## config.mk

```make
export PLATFORM = sky130hd
export DESIGN_NAME = three_phase_sd_decoder
export DESIGN_NICKNAME = d
export VERILOG_FILES = /design/src/rtl/three_phase_sd_decoder.sv
export SDC_FILE = /design/constraint.sdc
export NUM_CORES = 1
export LEC_CHECK = 0
export CAP_MARGIN = 20
export CORE_UTILIZATION = 64
export CTS_CLUSTER_SIZE = 14
export DETAILED_ROUTE_END_ITERATION = 10
export GPL_ROUTABILITY_DRIVEN = 0
export PLACE_DENSITY = 0.84
export SYNTH_ARGS = -nofsm -noshare
export SYNTH_HDL_FRONTEND = slang
export SYNTH_SLANG_ARGS = --single-unit
```

## constraint.sdc

```tcl
create_clock -name clk -period 8 [get_ports clk]
set_input_delay 0.8 -clock clk [delete_from_list [all_inputs] [get_ports clk]]
set_output_delay 0.8 -clock clk [all_outputs]
set_load 0.03 [all_outputs]
```

## src/rtl/three_phase_sd_decoder.sv

```systemverilog
// Three-phase bitstream decoder: third-order CIC decimator per phase.
// Optional ZERO_CROSS_EN adds period and phase-order monitoring of A.
module three_phase_sd_decoder #(
  parameter int DEC_LOG2 = 6,
  parameter int OUT_BW   = 16
) (
  input  logic              clk,
  input  logic              rst_n,
  input  logic              bsA,
  input  logic              bsB,
  input  logic              bsC,
  output logic [OUT_BW-1:0] sampleA,
  output logic [OUT_BW-1:0] sampleB,
  output logic [OUT_BW-1:0] sampleC,
  output logic              sample_valid,
  output logic              settled
`ifdef ZERO_CROSS_EN
  ,
  output logic [15:0]       period,
  output logic              period_valid,
  output logic              seq_err
`endif
);

  localparam int ACC_BW = 3*DEC_LOG2 + 2;
  localparam int SHIFT  = 3*DEC_LOG2 - OUT_BW + 1;

  typedef logic signed [ACC_BW-1:0] acc_t;

  localparam acc_t POS = acc_t'(1) << (OUT_BW-1);
  localparam logic [OUT_BW-1:0] MAXP =
    {1'b0, {(OUT_BW-1){1'b1}}};

  logic [2:0]          bs;
  logic [DEC_LOG2-1:0] dec_cnt;
  logic [1:0]          settled_cnt;
  logic                tick;

  acc_t i1 [3];
  acc_t i2 [3];
  acc_t i3 [3];
  acc_t d1 [3];
  acc_t d2 [3];
  acc_t d3 [3];
  acc_t x  [3];
  acc_t c1 [3];
  acc_t c2 [3];
  acc_t c3 [3];
  acc_t y  [3];

  logic [OUT_BW-1:0] q   [3];
  logic [OUT_BW-1:0] smp [3];

  assign bs      = {bsC, bsB, bsA};
  assign tick    = &dec_cnt;
  assign sampleA = smp[0];
  assign sampleB = smp[1];
  assign sampleC = smp[2];

  // Only +R^3 overflows the signed output range after scaling.
  always_comb begin
    for (int p = 0; p < 3; p++) begin
      x[p]  = bs[p] ? acc_t'(1) : '1;
      c1[p] = i3[p] - d1[p];
      c2[p] = c1[p] - d2[p];
      c3[p] = c2[p] - d3[p];
      y[p]  = c3[p] >>> SHIFT;
      q[p]  = y[p][OUT_BW-1:0];
      if (y[p] == POS) begin
        q[p] = MAXP;
      end
    end
  end

  always_ff @(posedge clk or negedge rst_n) begin
    if (!rst_n) begin
      dec_cnt      <= '0;
      settled_cnt  <= '0;
      settled      <= 1'b0;
      sample_valid <= 1'b0;
      for (int p = 0; p < 3; p++) begin
        i1[p]  <= '0;
        i2[p]  <= '0;
        i3[p]  <= '0;
        d1[p]  <= '0;
        d2[p]  <= '0;
        d3[p]  <= '0;
        smp[p] <= '0;
      end
    end else begin
      dec_cnt      <= dec_cnt + 1'b1;
      sample_valid <= tick;
      for (int p = 0; p < 3; p++) begin
        i1[p] <= i1[p] + x[p];
        i2[p] <= i2[p] + i1[p];
        i3[p] <= i3[p] + i2[p];
      end
      if (tick) begin
        for (int p = 0; p < 3; p++) begin
          d1[p]  <= i3[p];
          d2[p]  <= c1[p];
          d3[p]  <= c2[p];
          smp[p] <= q[p];
        end
        if (!settled) begin
          settled_cnt <= settled_cnt + 2'd1;
          if (settled_cnt == 2'd3) begin
            settled <= 1'b1;
          end
        end
      end
    end
  end

`ifdef ZERO_CROSS_EN
  logic [2:0]  rise;
  logic        eval;
  logic        seen_a;
  logic        armed;
  logic [15:0] pcnt;

  // Compare the sample about to be registered with the one on the outputs.
  always_comb begin
    eval = tick & (settled | (settled_cnt == 2'd3));
    for (int p = 0; p < 3; p++) begin
      rise[p] = smp[p][OUT_BW-1] & ~q[p][OUT_BW-1];
    end
  end

  always_ff @(posedge clk or negedge rst_n) begin
    if (!rst_n) begin
      period       <= '0;
      period_valid <= 1'b0;
      seq_err      <= 1'b0;
      seen_a       <= 1'b0;
      armed        <= 1'b0;
      pcnt         <= '0;
    end else begin
      period_valid <= 1'b0;
      if (eval) begin
        if (rise[0]) begin
          pcnt   <= '0;
          seen_a <= 1'b1;
          armed  <= 1'b1;
          if (seen_a) begin
            period       <= (&pcnt) ? pcnt : pcnt + 16'd1;
            period_valid <= 1'b1;
          end
        end else begin
          if (!(&pcnt)) begin
            pcnt <= pcnt + 16'd1;
          end
          if (armed && rise[1]) begin
            armed <= 1'b0;
          end else if (armed && rise[2]) begin
            seq_err <= 1'b1;
          end
        end
      end
    end
  end
`endif

endmodule

```

==> qor.txt <==
die width: 210.9 um
Yosys Warn Count: 0
Area Growth Syn to Fin: 9.523%
CTS clk-pin slew, worst paths: 0.06 ns
Mapped Cells: 3,029
max-cap violation count: 0
Post-synth EDFFs: 0
period utilization: 83.76%
vias in the first global route: 21,931
final net count: 3,439
post-route ant nets: 0
Initial Util: 64.85%
Required @ worst endpoint: 8.42 ns
total core area: 0.04308 mm2
Tot GR Track Use: 26.17%
Peak Freq: 149.2 MHz
layout cells sized above 1: 4.658%
Syn Nets: 3,387
DRT iter0 DRCs: 1,222
H-Tree Depth: 2
status: finished, final reports clean
full die area: 0.04449 mm2
largest net degree at the start of global routing: 205
fraction of registers with async set/reset: 100.0%
post-DR wirelength/cell: 15.31 um
post-CTS resize count: 0
CP Class: reg -> reg
initial antenna violation count: 0
post-synthesis sequential area ratio: 37.45%
syn avg cell area: 9.222 um2
Clock Path Buffers: 3
worst-skew pair later-pin latency: 0.58 ns
die height: 210.9 um
CP arrival: 7.12 ns
Setup violations, final: 0
DRT Pass-1 Iters: 8
number of cell rows: 76
setup TNS: 0 ns
# DRC: 0
CTS Root Cell: clkbuf_16
total setup buffers inserted after CTS: 0
Cell Count, Final, Fillers Out: 3,698
Port Buffers: 54
first-pass GRT wire length: 98.06 mm
#FFs+latches synth: 418
relative slew slack: 32.45%
Slew Viols, Final: 0
dominant synthesized flop cell: dfrtp_1
CP Capture Type: flip-flop
vias post-DR: 21,517
Hold WC Path Type: in -> async
CP Launch Type: flip-flop
post-synthesis cell type count: 90
Fin. Hold Viols: 0
# clock sinks: 418
maximum fanout along the worst path: 15
antenna cells: 0
placed cell count: 3,617
clk_skew: 0.02205 ns
worst slew pin tran: 1.013 ns
fin crit period: 6.701 ns
I/O Pins: 55
RSZ-0062 raised after global routing: false
gr ovfl total: 0
final WL: 56.62 mm
CTS tree: done
post-DP HPWL: 41.22 mm
detailed-route vias per instance: 5.819
hold-fix buffers at CTS: 0
Num CTS Buffers: 45
synthesized cell area: 0.02793 mm2
## per-stage QoR
step	area (um2)	utilization (%)	hold WS, ns	setup slack (ns)
after floorplan	27930	-	0.4380	2.465
after global placement	29060	67.45	0.4584	1.786
after detailed placement	29060	67.45	0.4726	1.449
after CTS	30540	70.89	0.2011	1.358
after global routing	30590	71.02	0.2395	0.7399
final	30590	71.02	0.1658	1.299
## state kept, by name, indices dropped and copies added (netlist names)
register / count
i1: 60
i2: 60
i3: 60
settled: 1
sampleB: 16
d2: 60
d3: 60
settled_cnt: 2
d1: 60
sampleC: 16
sampleA: 16
sample_valid: 1
dec_cnt: 6
## worst paths after layout
| path | end | cells past startpoint | start | slack [ns] |
|---|---|---|---|---|
| min reg2reg | settled_cnt[0]$_DFFE_PN0P_ | 1 | settled_cnt[0]$_DFFE_PN0P_ | 0.48 |
| min | d3[36]$_DFFE_PN0P_ | 1 | rst_n | 0.17 |
| max reg2reg | sampleB[13]$_DFFE_PN0P_ | 26 | i3[21]$_DFF_PN0_ | 1.30 |
| min in group clk | settled_cnt[0]$_DFFE_PN0P_ | 1 | settled_cnt[0]$_DFFE_PN0P_ | 0.48 |
| max | sampleB[13]$_DFFE_PN0P_ | 26 | i3[21]$_DFF_PN0_ | 1.30 |
| max in group asynchronous | sampleC[0]$_DFFE_PN0P_ | 2 | rst_n | 6.41 |
## final cells by class
| type | count | area, um2 |
|---|---|---|
| clock inverter | 20 | 262.8 |
| timing repair buffer | 62 | 658.1 |
| clock buffer | 59 | 1219 |
| fill | 3069 | 12480 |
| sequential | 418 | 10460 |
| tap | 585 | 732.0 |
| multi-input combinational | 2282 | 16230 |
| inverter | 272 | 1028 |
## placed cells by master, fill, tap and decap left out, types with 22 or more instances in the layout
| master | count |
|---|---|
| dfrtp_1 | 418 |
| ha_1 | 338 |
| nand2_1 | 328 |
| o21ai_0 | 287 |
| inv_1 | 271 |
| xnor2_1 | 220 |
| a21oi_1 | 201 |
| nor2_1 | 155 |
| a21o_1 | 102 |
| xor2_1 | 79 |
| nand3_1 | 65 |
| clkdlybuf4s50_1 | 53 |
| nor3_1 | 46 |
| clkbuf_16 | 45 |
| nor2b_1 | 42 |
| o21a_1 | 41 |
| nand2b_1 | 29 |
| o21bai_1 | 22 |
| o211ai_1 | 22 |
## routing by layer
layer | routed length [um] | GRT usage (%) | vias up
met2 | 28450 | 47.07 | 372
met4 | 1283 | 8.171 | 0
met3 | 2240 | 4.103 | 108
met5 | 0 | 0 | -
met1 | 24640 | 32.10 | 10372
li1 | - | - | 10665
## cells in the mapped netlist (all sizes together) (3+ instances only)
| master | number | area (um2) |
|---|---|---|
| nor3 | 47 | 240.2 |
| xnor2 | 221 | 1943 |
| ha | 338 | 4229 |
| a21o | 102 | 765.7 |
| buf | 7 | 43.79 |
| o21bai | 22 | 165.2 |
| o31ai | 4 | 35.03 |
| o211ai | 29 | 252.7 |
| fa | 15 | 300.3 |
| o21ba | 4 | 40.04 |
| and3 | 19 | 118.9 |
| a31oi | 12 | 90.09 |
| a41oi | 14 | 122.6 |
| or2 | 14 | 87.59 |
| dfrtp | 418 | 10460 |
| nand4 | 11 | 75.07 |
| o21a | 43 | 325.3 |
| clkbuf | 50 | 187.7 |
| mux2 | 15 | 168.9 |
| nand2 | 330 | 1244 |
| a21boi | 20 | 150.1 |
| and2 | 17 | 106.4 |
| a41o | 6 | 60.06 |
| a211oi | 21 | 162.6 |
| or3 | 18 | 112.6 |
| xor2 | 79 | 691.9 |
| nand3 | 68 | 350.3 |
| nor2b | 42 | 262.8 |
| nor3b | 7 | 68.82 |
| o2111a | 5 | 56.30 |
| mux2i | 3 | 33.78 |
| nand2b | 29 | 181.4 |
| nor4 | 7 | 43.79 |
| a21oi | 202 | 1015 |
| o2111ai | 11 | 96.34 |
| o21ai | 298 | 1514 |
| nor2 | 155 | 581.8 |
| o31a | 9 | 78.83 |
| inv | 272 | 1021 |
| xnor3 | 3 | 67.56 |
| o22ai | 7 | 43.79 |
## logic make-up (layout without fill, tap and decap cells)
kind of cell / Yosys count / after routing / synth area share (%)
AOI/OAI and AO/OA: 832 / 832 / 18.59
xor gates and xnor gates: 304 / 304 / 9.760
adders and majority gates: 353 / 353 / 16.22
buffers and inverters: 329 / 413 / 4.484
DFF: 418 / 418 / 37.45
muxes: 18 / 18 / 0.7256
and+or+nand+nor: 775 / 775 / 12.77
## critical path, stage by stage (launching register included)
cell       delay (ns)
dfrtp_1          0.43
inv_1            0.12
fa_1             0.47
nor2b_1          0.13
o21ai_0          0.11
a21boi_0         0.27
o21ai_0          0.14
a21boi_0         0.32
or2_2            0.19
a21oi_1          0.08
xnor2_1          0.15
ha_1             0.36
and3_1           0.22
a311o_1          0.39
a21o_1           0.19
a21oi_1          0.22
o21ai_0          0.15
o21ai_0          0.29
xnor2_1          0.14
ha_1             0.35
nand3_1          0.12
o21ai_0          0.29
nor3_1           0.10
o2111ai_1        0.36
nor3_1           0.12
mux2i_2          0.62
o211ai_1         0.20
Power is left out: the tool's default activity adds up to more than one toggle a clock period on the data nets, which glitch-free logic cannot reach.
